[src/rtl/tetris_timing_pkg.sv]
// Shared timing definitions for the falling-piece logic: FSM states, the
// per-level fall periods in 10 ms ticks, and the soft-drop period.
package tetris_timing_pkg;

  localparam int CNT_W           = 7;
  localparam int NUM_LEVELS      = 16;
  localparam int SOFT_DROP_TICKS = 3;

  typedef enum logic [1:0] {
    IDLE  = 2'd0,
    COUNT = 2'd1,
    REQ   = 2'd2
  } state_e;

  localparam logic [CNT_W-1:0] LEVEL_PERIOD [NUM_LEVELS] = '{
    7'd80, 7'd72, 7'd63, 7'd55, 7'd47, 7'd38, 7'd30, 7'd22,
    7'd17, 7'd13, 7'd10, 7'd8,  7'd7,  7'd6,  7'd5,  7'd4
  };

endpackage

[src/rtl/level_period_lut.sv]
// Maps game level and soft-drop to the fall period in ticks. Purely
// combinational; also used by the HUD speed display.
module level_period_lut
  import tetris_timing_pkg::*;
#(
  parameter int LEVEL_W = 4,
  parameter int CNT_W   = tetris_timing_pkg::CNT_W
) (
  input  logic [LEVEL_W-1:0] level,
  input  logic               soft_drop,
  output logic [CNT_W-1:0]   period
);

  localparam int IDX_W = $clog2(NUM_LEVELS);

  logic [IDX_W-1:0] idx;
  logic [CNT_W-1:0] base;

  // NOTE: every signal written here gets a default first, so no path leaves
  // it unassigned and no latch is inferred.
  always_comb begin
    idx = '1;
    if (int'(level) < NUM_LEVELS) idx = IDX_W'(level);
    base   = CNT_W'(LEVEL_PERIOD[idx]);
    period = base;
    // Soft drop only ever speeds the piece up, never slows it down.
    if (soft_drop && (base > CNT_W'(SOFT_DROP_TICKS))) period = CNT_W'(SOFT_DROP_TICKS);
  end

endmodule

[src/rtl/gravity_timer.sv]
// Counts 10 ms ticks and holds a drop request to the movement FSM each time
// the current piece is due to fall one row.
module gravity_timer
  import tetris_timing_pkg::*;
#(
  parameter int LEVEL_W = 4,
  parameter int CNT_W   = tetris_timing_pkg::CNT_W
) (
  input  logic               clk,
  input  logic               reset,
  input  logic               ms10,
  input  logic               enable,
  input  logic               restart,
  input  logic [LEVEL_W-1:0] level,
  input  logic               soft_drop,
  input  logic               drop_ack,
  output logic               drop_req,
  output logic [CNT_W-1:0]   ticks_left
);

  state_e           state_q, state_d;
  logic [CNT_W-1:0] cnt_q, cnt_d;
  logic [CNT_W:0]   cnt_inc;
  logic [CNT_W-1:0] period;
  logic             drop_req_q, drop_req_d;
  logic [CNT_W-1:0] ticks_left_q, ticks_left_d;

  level_period_lut #(
    .LEVEL_W (LEVEL_W),
    .CNT_W   (CNT_W)
  ) u_period_lut (
    .level     (level),
    .soft_drop (soft_drop),
    .period    (period)
  );

  // NOTE: state registers use non-blocking assignments so every flop samples
  // the pre-edge values regardless of statement order.
  always_ff @(posedge clk) begin
    if (reset) begin
      state_q      <= IDLE;
      cnt_q        <= '0;
      drop_req_q   <= 1'b0;
      ticks_left_q <= CNT_W'(LEVEL_PERIOD[0]);
    end else begin
      state_q      <= state_d;
      cnt_q        <= cnt_d;
      drop_req_q   <= drop_req_d;
      ticks_left_q <= ticks_left_d;
    end
  end

  always_comb begin
    state_d = state_q;
    cnt_d   = cnt_q;
    cnt_inc = {1'b0, cnt_q} + (CNT_W+1)'(1);
    if (!enable) begin
      // Pausing mid-count keeps progress; pausing on a request discards it.
      state_d = IDLE;
      if (state_q == REQ) cnt_d = '0;
    end else begin
      unique case (state_q)
        IDLE: state_d = COUNT;
        COUNT: begin
          if (restart) begin
            cnt_d = '0;
          end else if (ms10) begin
            // >= so a period shortened mid-count fires on the next tick.
            if (cnt_inc >= {1'b0, period}) begin
              state_d = REQ;
              cnt_d   = '0;
            end else begin
              cnt_d = cnt_inc[CNT_W-1:0];
            end
          end
        end
        REQ: begin
          if (drop_ack) begin
            state_d = COUNT;
            cnt_d   = '0;
          end
        end
        default: begin
          state_d = IDLE;
          cnt_d   = '0;
        end
      endcase
    end
  end

  always_comb begin
    drop_req_d   = (state_d == REQ);
    ticks_left_d = '0;
    if ((state_d != REQ) && (period > cnt_d)) ticks_left_d = period - cnt_d;
  end

  assign drop_req   = drop_req_q;
  assign ticks_left = ticks_left_q;

endmodule

[config.mk]
export PLATFORM = sky130hd
export DESIGN_NAME = gravity_timer
export DESIGN_NICKNAME = d
export VERILOG_FILES = /design/src/rtl/tetris_timing_pkg.sv /design/src/rtl/level_period_lut.sv /design/src/rtl/gravity_timer.sv
export SDC_FILE = /design/constraint.sdc
export NUM_CORES = 1
export LEC_CHECK = 0
export CAP_MARGIN = 0
export CELL_PAD_IN_SITES_DETAIL_PLACEMENT = 0
export CELL_PAD_IN_SITES_GLOBAL_PLACEMENT = 1
export CORE_ASPECT_RATIO = 1.5
export CORE_MARGIN = 2
export CORE_UTILIZATION = 42
export DETAILED_ROUTE_END_ITERATION = 10
export HOLD_SLACK_MARGIN = 0.02
export MAX_ROUTING_LAYER = met4
export PLACE_DENSITY = 0.84
export SLEW_MARGIN = 20
export SYNTH_ARGS = -nofsm -noshare
export SYNTH_HDL_FRONTEND = slang
export SYNTH_SLANG_ARGS = --single-unit
[constraint.sdc]
create_clock -name clk -period 6.4 [get_ports clk]
set_input_delay 0.96 -clock clk [delete_from_list [all_inputs] [get_ports clk]]
set_output_delay 0.96 -clock clk [all_outputs]
set_load 0.1 [all_outputs]
# Word-level counts from Yosys, hierarchy flattened
# Memories as Yosys holds them, arrays and structs flattened.
# Index checks and enable logic that the tools add are counted.
[totals] regBits=17 rom_bits=112 n_memories=1 wordCells=39 in_bits=11 output_inout_bits=8
[op_classes] n_eq_ne=4 n_reduce_logical=4 mux=17 addsub=2 magnitude_cmp=4 bitwise_logic=2
[mem_list] memory="(no name shown)" words=16 width=7 rd=1 rd_clocked_by_memory_dff=0 write_ports=0 line_no="level_period_lut.sv:24" source="base = CNT_W'(LEVEL_PERIOD[idx]);"
[ops] cell="$mux 7" count=10
[ops] cell="$pmux 7 s3" count=1
[ops] cell="$mux 2" count=5
[ops] cell="$add 7x1->8 const B" count=1
[ops] cell="$ge 8x7->1" count=1
[ops] cell="$gt 7x2->1 const B" count=1
[ops] cell="$gt 7x7->1" count=1
[ops] cell="$sub 7x7->7" count=1
[ops] cell="$pmux 2 s3" count=1
[ops] cell="$ge 5x5->1 const B" count=1
[ops] cell="$not 4->5" count=1
[ops] cell="$eq 2x2->1 const B" count=2
[ops] cell="$eq 2x1->1 const B" count=1
[ops] cell="$logic_and 1x1->1" count=2
[ops] cell="$logic_not 2->1" count=1
[ops] cell="$ne 2x2->1 const B" count=1
[ops] cell="$reduce_or 2->1" count=1
[ops] cell="$not 1->1" count=1

# Longest topological paths before layout
# Gate-level depths: netlist of run 1.
[depth] word_depth=17 mapped_depth=23 ltp_nobuf=21

# Cells and area by module
# From an unflattened synthesis of run 1, not the netlist that was laid out.
[hier_totals] hier_cells=211 hier_area_um2=1734.2
[modules_own_cells] mod="gravity_timer" seq_area_each_um2=340.3 n_inst=1 cells_each=170 area_each_um2=1436.4
[modules_own_cells] mod="level_period_lut" seq_area_each_um2=0.0 n_inst=1 cells_each=41 area_each_um2=297.8

# Worst setup path before layout of run 1
# OpenSTA, ideal clock, no wires.
[synth_timing] kind="input -> register" startpoint="input level[2]" endpoint="register ticks_left_q[6], in the netlist ticks_left[6]" setup_ns=0.087 t_required_ns=6.313 n_path_buf=2 arrival_time_ns=5.137 stages=23 slack_ns=1.175 path_cell_list="buf_2 -> inv_1 -> ha_1 -> nor2_1 -> a21oi_1 -> o31a_1 -> or3b_2 -> ha_1 -> a21o_1 -> a221oi_2 -> o32a_2 -> buf_6 -> nand3_1 -> mux2i_1 -> ha_1 -> inv_1 -> fa_1 -> a21o_1 -> a21oi_1 -> o21bai_1 -> a21oi_1 -> xor2_1 -> o31ai_1"
[synth_via] elab_chain_cells=16 elab_cells_between_ends=23
[synth_lines] element="from (decl)" line_no="gravity_timer.sv:14" source="input logic [LEVEL_W-1:0] level,"
[synth_lines] element="$not 4->5 (implied by the code) (*)" line_no="level_period_lut.sv:24"
[synth_lines] element="$mem_v2 16x7 (*)"
[synth_lines] element="$mux 7 (implied by the code) (*) (2 in a row)" line_no="level_period_lut.sv:24"
[synth_lines] element="$gt 7x2->1" line_no="level_period_lut.sv:27" source="if (soft_drop && (base > CNT_W'(SOFT_DROP_TICKS))) period = CNT_W'(SOFT_DROP_TICKS);"
[synth_lines] element="$logic_and 1x1->1" line_no="level_period_lut.sv:27"
[synth_lines] element="$mux 7 (*)" line_no="level_period_lut.sv:27"
[synth_lines] element="$ge 8x7->1 (*)" line_no="gravity_timer.sv:69" source="if (cnt_inc >= {1'b0, period}) begin"
[synth_lines] element="$mux 7 (*)" line_no="gravity_timer.sv:69"
[synth_lines] element="$mux 7 (*)" line_no="gravity_timer.sv:67" source="end else if (ms10) begin"
[synth_lines] element="$mux 7 (*)" line_no="gravity_timer.sv:65" source="if (restart) begin"
[synth_lines] element="$pmux 7 s3 (*)" line_no="gravity_timer.sv:62" source="unique case (state_q)"
[synth_lines] element="$mux 7 (*)" line_no="gravity_timer.sv:57" source="if (!enable) begin"
[synth_lines] element="via cnt_d[0]" line_no="gravity_timer.sv:22" source="logic [CNT_W-1:0] cnt_q, cnt_d;"
[synth_lines] element="$gt 7x7->1" line_no="gravity_timer.sv:94" source="if ((state_d != REQ) && (period > cnt_d)) ticks_left_d = period - cnt_d;"
[synth_lines] element="$logic_and 1x1->1" line_no="gravity_timer.sv:94"
[synth_lines] element="$mux 7 (*)" line_no="gravity_timer.sv:94"
[synth_lines] element="to (signal assigned)" line_no="gravity_timer.sv:44" source="ticks_left_q <= CNT_W'(LEVEL_PERIOD[0]);"
[synth_lines] element="to (signal assigned)" line_no="gravity_timer.sv:49" source="ticks_left_q <= ticks_left_d;"
[synth_lines] element="to (decl)" line_no="gravity_timer.sv:26" source="logic [CNT_W-1:0] ticks_left_q, ticks_left_d;"
# Mark *: on every way through the listed nets, which the timed path passes. The rest lies on a longest branch. The select of a mux whose other input is x is not followed.
# A chain may end at the register's enable or synchronous reset.

# Worst setup path after layout of run 1
[layout_timing] startpoint="input level[1]" endpoint="register ticks_left_q[6], in the netlist ticks_left[6]"
# Same word-level chain as after synthesis.

==> results of run 1 <==
cells by family (layout without fill, tap and decap cells):
family | count (synthesis) | count (layout) | synth area share
compound gates | 50 | 50 | 0.220
xor+xnor | 11 | 11 | 0.0567
fa+ha+maj | 23 | 23 | 0.174
buf+inv | 26 | 42 | 0.0707
flops | 17 | 17 | 0.200
mux | 2 | 2 | 0.0125
simple gates | 77 | 77 | 0.266
state kept, by name (all words and copies together) (netlist names):
name / count
state_q: 2
cnt_q: 7
ticks_left: 7
drop_req: 1
final cells by class:
class,instances,area [um^2],area share
Multi-Input combinational cell,163,1250,0.640
Timing Repair Buffer,20,195,0.0996
Clock inverter,1,5.00,0.00255
Sequential cell,17,340,0.174
Clock buffer,3,41.3,0.0211
Inverter,18,67.6,0.0345
Tap cell,45,56.3,0.0287
per-stage QoR:
step,total power [mW],setup WS [ns],instances,utilization,hold slack (ns)
2_1_floorplan,0.205,1.18,206,-,0.526
3_3_place_gp,0.235,0.179,263,0.484,0.561
3_5_place_dp,0.235,0.103,263,0.484,0.573
4_1_cts,0.316,0.377,267,0.496,0.577
5_1_grt,0.334,0.00824,267,0.500,0.613
6_report,0.316,0.406,267,0.500,0.585
power groups by stage:
stage | Clock (mW) | Sequential (mW) | Combinational, mW
floorplan | 0 | 0.154 | 0.0512
global placement | 0 | 0.116 | 0.118
detailed placement | 0 | 0.116 | 0.119
CTS | 0.0825 | 0.114 | 0.119
global route | 0.0900 | 0.114 | 0.130
finish | 0.0822 | 0.114 | 0.120
how the worst min path moves through the flow:
stage,from,to
2_1_floorplan,cnt_q[5],cnt_q[5]
3_3_place_gp,cnt_q[5],cnt_q[5]
3_5_place_dp,cnt_q[5],cnt_q[5]
4_1_cts,cnt_q[5],cnt_q[5]
5_1_grt,cnt_q[5],cnt_q[5]
6_report,cnt_q[5],cnt_q[5]
synthesized netlist by cell type, types with 2 or more instances:
cell type | instances | share of area
and3_1 | 2 | 0.0074
and2_1 | 6 | 0.022
nand2_1 | 11 | 0.024
dfxtp_1 | 17 | 0.20
buf_6 | 2 | 0.013
nor2_1 | 13 | 0.029
a21o_1 | 4 | 0.018
buf_2 | 3 | 0.0088
nand3_1 | 6 | 0.018
inv_1 | 18 | 0.040
a21oi_1 | 12 | 0.035
nor4_1 | 5 | 0.018
xnor2_1 | 8 | 0.041
o21ai_0 | 5 | 0.015
o21a_1 | 2 | 0.0088
nand4_1 | 2 | 0.0074
o32ai_1 | 2 | 0.010
ha_1 | 22 | 0.16
a22oi_1 | 3 | 0.013
or3_1 | 2 | 0.0074
o31ai_1 | 3 | 0.013
nand2b_1 | 9 | 0.033
nor3_1 | 5 | 0.015
and4_1 | 2 | 0.010
xor2_1 | 3 | 0.015
nor2b_1 | 5 | 0.018
worst max-delay path: cells and delay by family:
family / cells / cell delay, ns
AOI/OAI and AO/OA: 10 / 2.11
and+or+nand+nor: 3 / 0.66
adders and majority gates: 4 / 1.24
xor gates and xnor gates: 1 / 0.18
buffers and inverters: 3 / 0.77
muxes: 1 / 0.20
cells in the final DEF, fill, tap and decap left out, types with 5 or more instances in the layout:
cell type and n:
ha_1 22, inv_1 18, clkdlybuf4s50_1 18, dfxtp_1 17, nor2_1 13, a21oi_1 12
nand2_1 11, nand2b_1 9, xnor2_1 8, and2_1 6, nand3_1 6, nor4_1 5
nor2b_1 5, nor3_1 5, o21ai_0 5
metal layers:
layer | wire, um | track usage
met1 | 1750 | 0.214
met2 | 2230 | 0.379
met3 | 91 | 0.0220
met4 | 124 | 0.0833
met5 | 0 | -
==> results.sh, run 1 <==
export IMPL_cts_htree_levels=1
export IMPL_grt_max_degree=16
export IMPL_grt_overflow=0
export IMPL_dp_hpwl_um=3380
export IMPL_drt_pass1_iterations=4
export IMPL_setup_viol=0
export IMPL_ir_drop_uv=159
export IMPL_cts_resized=0
export IMPL_p_comb_frac=0.381
export IMPL_clk_transition_reported_paths_ns=0.07
export IMPL_min_path_cells=2
export IMPL_tightest_slew_ns=0.968
export IMPL_drtIter0Drc=35
export IMPL_final_area_mm2=0.00196
export IMPL_cp_arrival_ns=6.13
export IMPL_clock_sinks=17
export IMPL_ys_ff_latch=17
export IMPL_intPower_mw=0.195
export IMPL_hold_path_class="reg -> reg"
export IMPL_cp_slowest_stage_delay_ns=0.56
export IMPL_worstSetupEndpoint="ticks_left[6]"
export IMPL_p_sw_mw=0.121
export IMPL_ff2ff_setup_slack_ns=2.04
export IMPL_routed_wl_um=4190
export IMPL_wl_per_cell_um=15.7
export IMPL_reg2regPathDepth=18
export IMPL_synth_yosys_warnings=0
export IMPL_core_area_mm2=0.00392
export IMPL_crit_path_start_kind="primary input"
export IMPL_syn_area_per_cell_um2=8.25
export IMPL_fill_cells=392
export IMPL_p_clk_frac=0.260
export IMPL_crit_path_top_delay_cell="clkdlybuf4s50_1"
export IMPL_fin_crit_sh=0.937
export IMPL_rows=28
export IMPL_postCtsHoldBufs=0
export IMPL_start_util=0.433
export IMPL_cts_buffers=3
export IMPL_diodes=0
export IMPL_grt_pass1_vias=1534
export IMPL_synth_nets=240
export IMPL_vias_per_cell=5.76
export IMPL_power_leakage_nw=0.850
export IMPL_clk_insertion_delay_late_ns=0.26
export IMPL_timing_worst_setup_path_type="in -> reg"
export IMPL_relSlewSlack=0.352
export IMPL_antenna_found_initial=0
export IMPL_cp_startpoint="level[1]"
export IMPL_path_max_fanout=9
export IMPL_seqPwrFrac=0.360
export IMPL_num_vias=1538
export IMPL_placed_area_mm2=0.00190
export IMPL_final_net_count=257
export IMPL_switching_share=0.383
export IMPL_io_pins=19
export IMPL_synth_cell_types=60
export IMPL_drc_errors=0
export IMPL_drive_above_1_share=0.0901
export IMPL_status="complete, no violations"
export IMPL_antenna_left=0
export IMPL_maxCapViolations=0
export IMPL_rsz0062_at_grt="false"
export IMPL_die_area_mm2=0.00458
export IMPL_r2r_start="cnt_q[0]"
export IMPL_syn_to_final_growth_pct=15.4
export IMPL_hold_violations=0
export IMPL_die_w_um=55.9
export IMPL_finalMaxSlewViolations=0
export IMPL_post_route_min_period_ns=5.99
export IMPL_netlist_area_mm2=0.00170
export IMPL_grtUsageTotal=0.201
export IMPL_critical_path_required_ns=6.53
export IMPL_finClkSkew_ns=0.00349
export IMPL_ys_flop_type="dfxtp_1"
export IMPL_rr_endpoint="ticks_left[6]"
export IMPL_worst_path_most_repeated_cell="ha_1"
export IMPL_async_flop_share=0
export IMPL_powerDensity_mw_per_mm2=161
export IMPL_root_buffer="clkbuf_8"
export IMPL_gp_congestion=0.896
export IMPL_synthesis_instances=206
export IMPL_grt_pass1_wl_um=7010
export IMPL_numPortBuffers=18
export IMPL_cts_tree="done"
export IMPL_synth_seq_area_share=0.200
export IMPL_fmax_ghz=0.167
export IMPL_fp_dieH_um=81.9
export IMPL_cts_setup_buffers=0
export IMPL_synth_edf_count=0
export IMPL_critPathCaptureType="register"
export IMPL_path_cells="clkdlybuf4s50_1 > inv_1 > ha_1 > nor2_1 > o32ai_1 > o31a_1 > or3b_2 > ha_1 > a21o_1 > a221oi_2 > o32a_4 > nand3_1 > mux2i_1 > ha_1 > inv_1 > fa_1 > a21o_1 > a21oi_1 > o21bai_1 > a21oi_1 > xor2_1 > o31ai_1"
export IMPL_fin_setup_tns_ns=0
export IMPL_clk_path_buf_depth=2
Note: power is estimated with default switching activity, not from simulation.
==> run 2: changes to the inputs <==
CELL_PAD_IN_SITES_DETAIL_PLACEMENT = 1   (was 0)
CELL_PAD_IN_SITES_GLOBAL_PLACEMENT = 2   (was 1)
CORE_UTILIZATION = 34   (was 42)
CTS_CLUSTER_DIAMETER = 200   (was default)
CTS_CLUSTER_SIZE = 30   (was default)
PLACE_DENSITY = 0.85   (was 0.84)
==> run 2 against run 1 <==
  * Sequential power about the same
  * Setup slack improved by 0.029 ns
  * Clock power about the same
  * Routed wire length increased by 8.6%
  * Core utilization decreased by 8.7 points
  * First-iteration DRC count decreased by 2.9%
  * Critical path depth unchanged
  * Highest routed layer unchanged
  * Register-to-register slack improved by 0.12 ns
==> results.sh, run 2 (synthesized netlist as in run 1, its figures left out) <==
export IMPL_die_w_um=61.7
export IMPL_grtUsageTotal=0.178
export IMPL_path_max_fanout=9
export IMPL_routed_wl_um=4550
export IMPL_num_vias=1544
export IMPL_tightest_slew_ns=0.967
export IMPL_relSlewSlack=0.353
export IMPL_fin_crit_sh=0.932
export IMPL_diodes=0
export IMPL_final_common_cell="ha_1"
export IMPL_cts_setup_buffers=0
export IMPL_fin_cells=288
export IMPL_post_route_min_period_ns=5.97
export IMPL_clk_transition_reported_paths_ns=0.07
export IMPL_numPortBuffers=18
export IMPL_rsz0062_at_grt="false"
export IMPL_io_pins=19
export IMPL_ir_drop_uv=90.9
export IMPL_fmax_ghz=0.168
export IMPL_final_net_count=257
export IMPL_antenna_found_initial=0
export IMPL_clock_sinks=17
export IMPL_layout_common_cells="ha_1 (22), inv_1 (18), clkdlybuf4s50_1 (18)"
export IMPL_hold_path_class="reg -> reg"
export IMPL_gp_congestion=0.898
export IMPL_finalWorstSetupSlack_ns=0.435
export IMPL_cts_tree="done"
export IMPL_cts_htree_levels=1
export IMPL_crit_path_start_kind="primary input"
export IMPL_timing_worst_setup_path_type="in -> reg"
export IMPL_fill_cells=598
export IMPL_finClkSkew_ns=0.00246
export IMPL_status="complete, no violations"
export IMPL_grt_max_degree=16
export IMPL_dp_cells=284
export IMPL_cts_buffers=3
export IMPL_dp_hpwl_um=3840
export IMPL_cp_arrival_ns=6.13
export IMPL_grt_overflow=0
export IMPL_met1_usage=0.197
export IMPL_p_total_mw=0.318
export IMPL_drt_pass1_iterations=4
export IMPL_setup_viol=0
export IMPL_power_leakage_nw=0.852
export IMPL_clk_insertion_delay_late_ns=0.25
export IMPL_clk_path_buf_depth=2
export IMPL_maxCapViolations=0
export IMPL_die_area_mm2=0.00559
export IMPL_critPathCaptureType="register"
export IMPL_hold_violations=0
export IMPL_drtIter0Drc=34
export IMPL_syn_to_final_growth_pct=16.9
export IMPL_post_place_ws_ns=0.169
export IMPL_met3_usage=0.0215
export IMPL_rows=31
export IMPL_root_buffer="clkbuf_8"
export IMPL_fp_dieH_um=90.6
export IMPL_grt_busiest_layer="met2"
export IMPL_multiInputGateArea_mm2=0.00125
export IMPL_finalMaxSlewViolations=0
export IMPL_critical_path_required_ns=6.57
export IMPL_drive_above_1_share=0.0901
export IMPL_core_area_mm2=0.00481
export IMPL_vias_per_cell=5.36
export IMPL_wl_per_cell_um=15.8
export IMPL_drc_errors=0
export IMPL_grt_pass1_vias=1628
export IMPL_gr_usage_met2=0.312
export IMPL_start_util=0.353
export IMPL_fin_setup_tns_ns=0
export IMPL_antenna_left=0
export IMPL_powerDensity_mw_per_mm2=160
export IMPL_grt_pass1_wl_um=7420
export IMPL_seq_area_um2=340
[run 2: cell counts in the layout (fill, tap and decap cells not counted)]
Identical to the previous run, type by type.
[run 2: final timing paths]
kind,from,end,slack (ns),depth (start not counted)
worst min-delay path,cnt_q[5],cnt_q[5],0.62,2
worst max-delay path,level[1],ticks_left[6],0.43,22
worst max register to register,cnt_q[2],ticks_left[6],2.16,18
worst min register to register,cnt_q[5],cnt_q[5],0.62,2
[run 2: where the power goes]
part	switching (mW)	internal, mW	total, mW
Combinational	0.0810	0.0408	0.122
Clock	0.0391	0.0432	0.0823
Sequential	0.00224	0.112	0.114
[run 2: critical path, stage by stage]
cell             delay, ns
clkdlybuf4s50_1       0.55
inv_1                 0.15
ha_1                  0.30
nor2_1                0.09
o32ai_1               0.12
o31a_1                0.37
or3b_2                0.49
ha_1                  0.32
a21o_1                0.18
a221oi_2              0.32
o32a_4                0.30
nand3_1               0.09
mux2i_1               0.20
ha_1                  0.21
inv_1                 0.06
fa_1                  0.41
a21o_1                0.20
a21oi_1               0.23
o21bai_1              0.10
a21oi_1               0.17
xor2_1                0.10
o31ai_1               0.22
[run 2: area by class of cell]
cell class	count	area share
Inverter	18	0.0340
Sequential cell	17	0.171
Multi-Input combinational cell	163	0.632
Clock inverter	1	0.00252
Tap cell	66	0.0416
Clock buffer	3	0.0208
Timing Repair Buffer	20	0.0982
[run 2: metal layers]
layer  part of all wire  vias to the layer above
li1                   -                      780
met1               0.41                      731
met2               0.54                       23
met3              0.017                       10
met4              0.034                        0
met5                  0                        -
[run 2: through the flow]
step	util	hold WS (ns)	instance area [um^2]
2_1_floorplan	-	0.526	1700
3_3_place_gp	0.400	0.600	1920
3_5_place_dp	0.400	0.621	1920
4_1_cts	0.410	0.634	1970
5_1_grt	0.413	0.657	1990
6_report	0.413	0.620	1990
[run 2: timing repair]
| action | in CTS | in global routing |
|---|---|---|
| endpoints found under the setup margin | 0 | 1 |
| hold buffers | 0 | 0 |
| resized for setup | 0 | 2 |
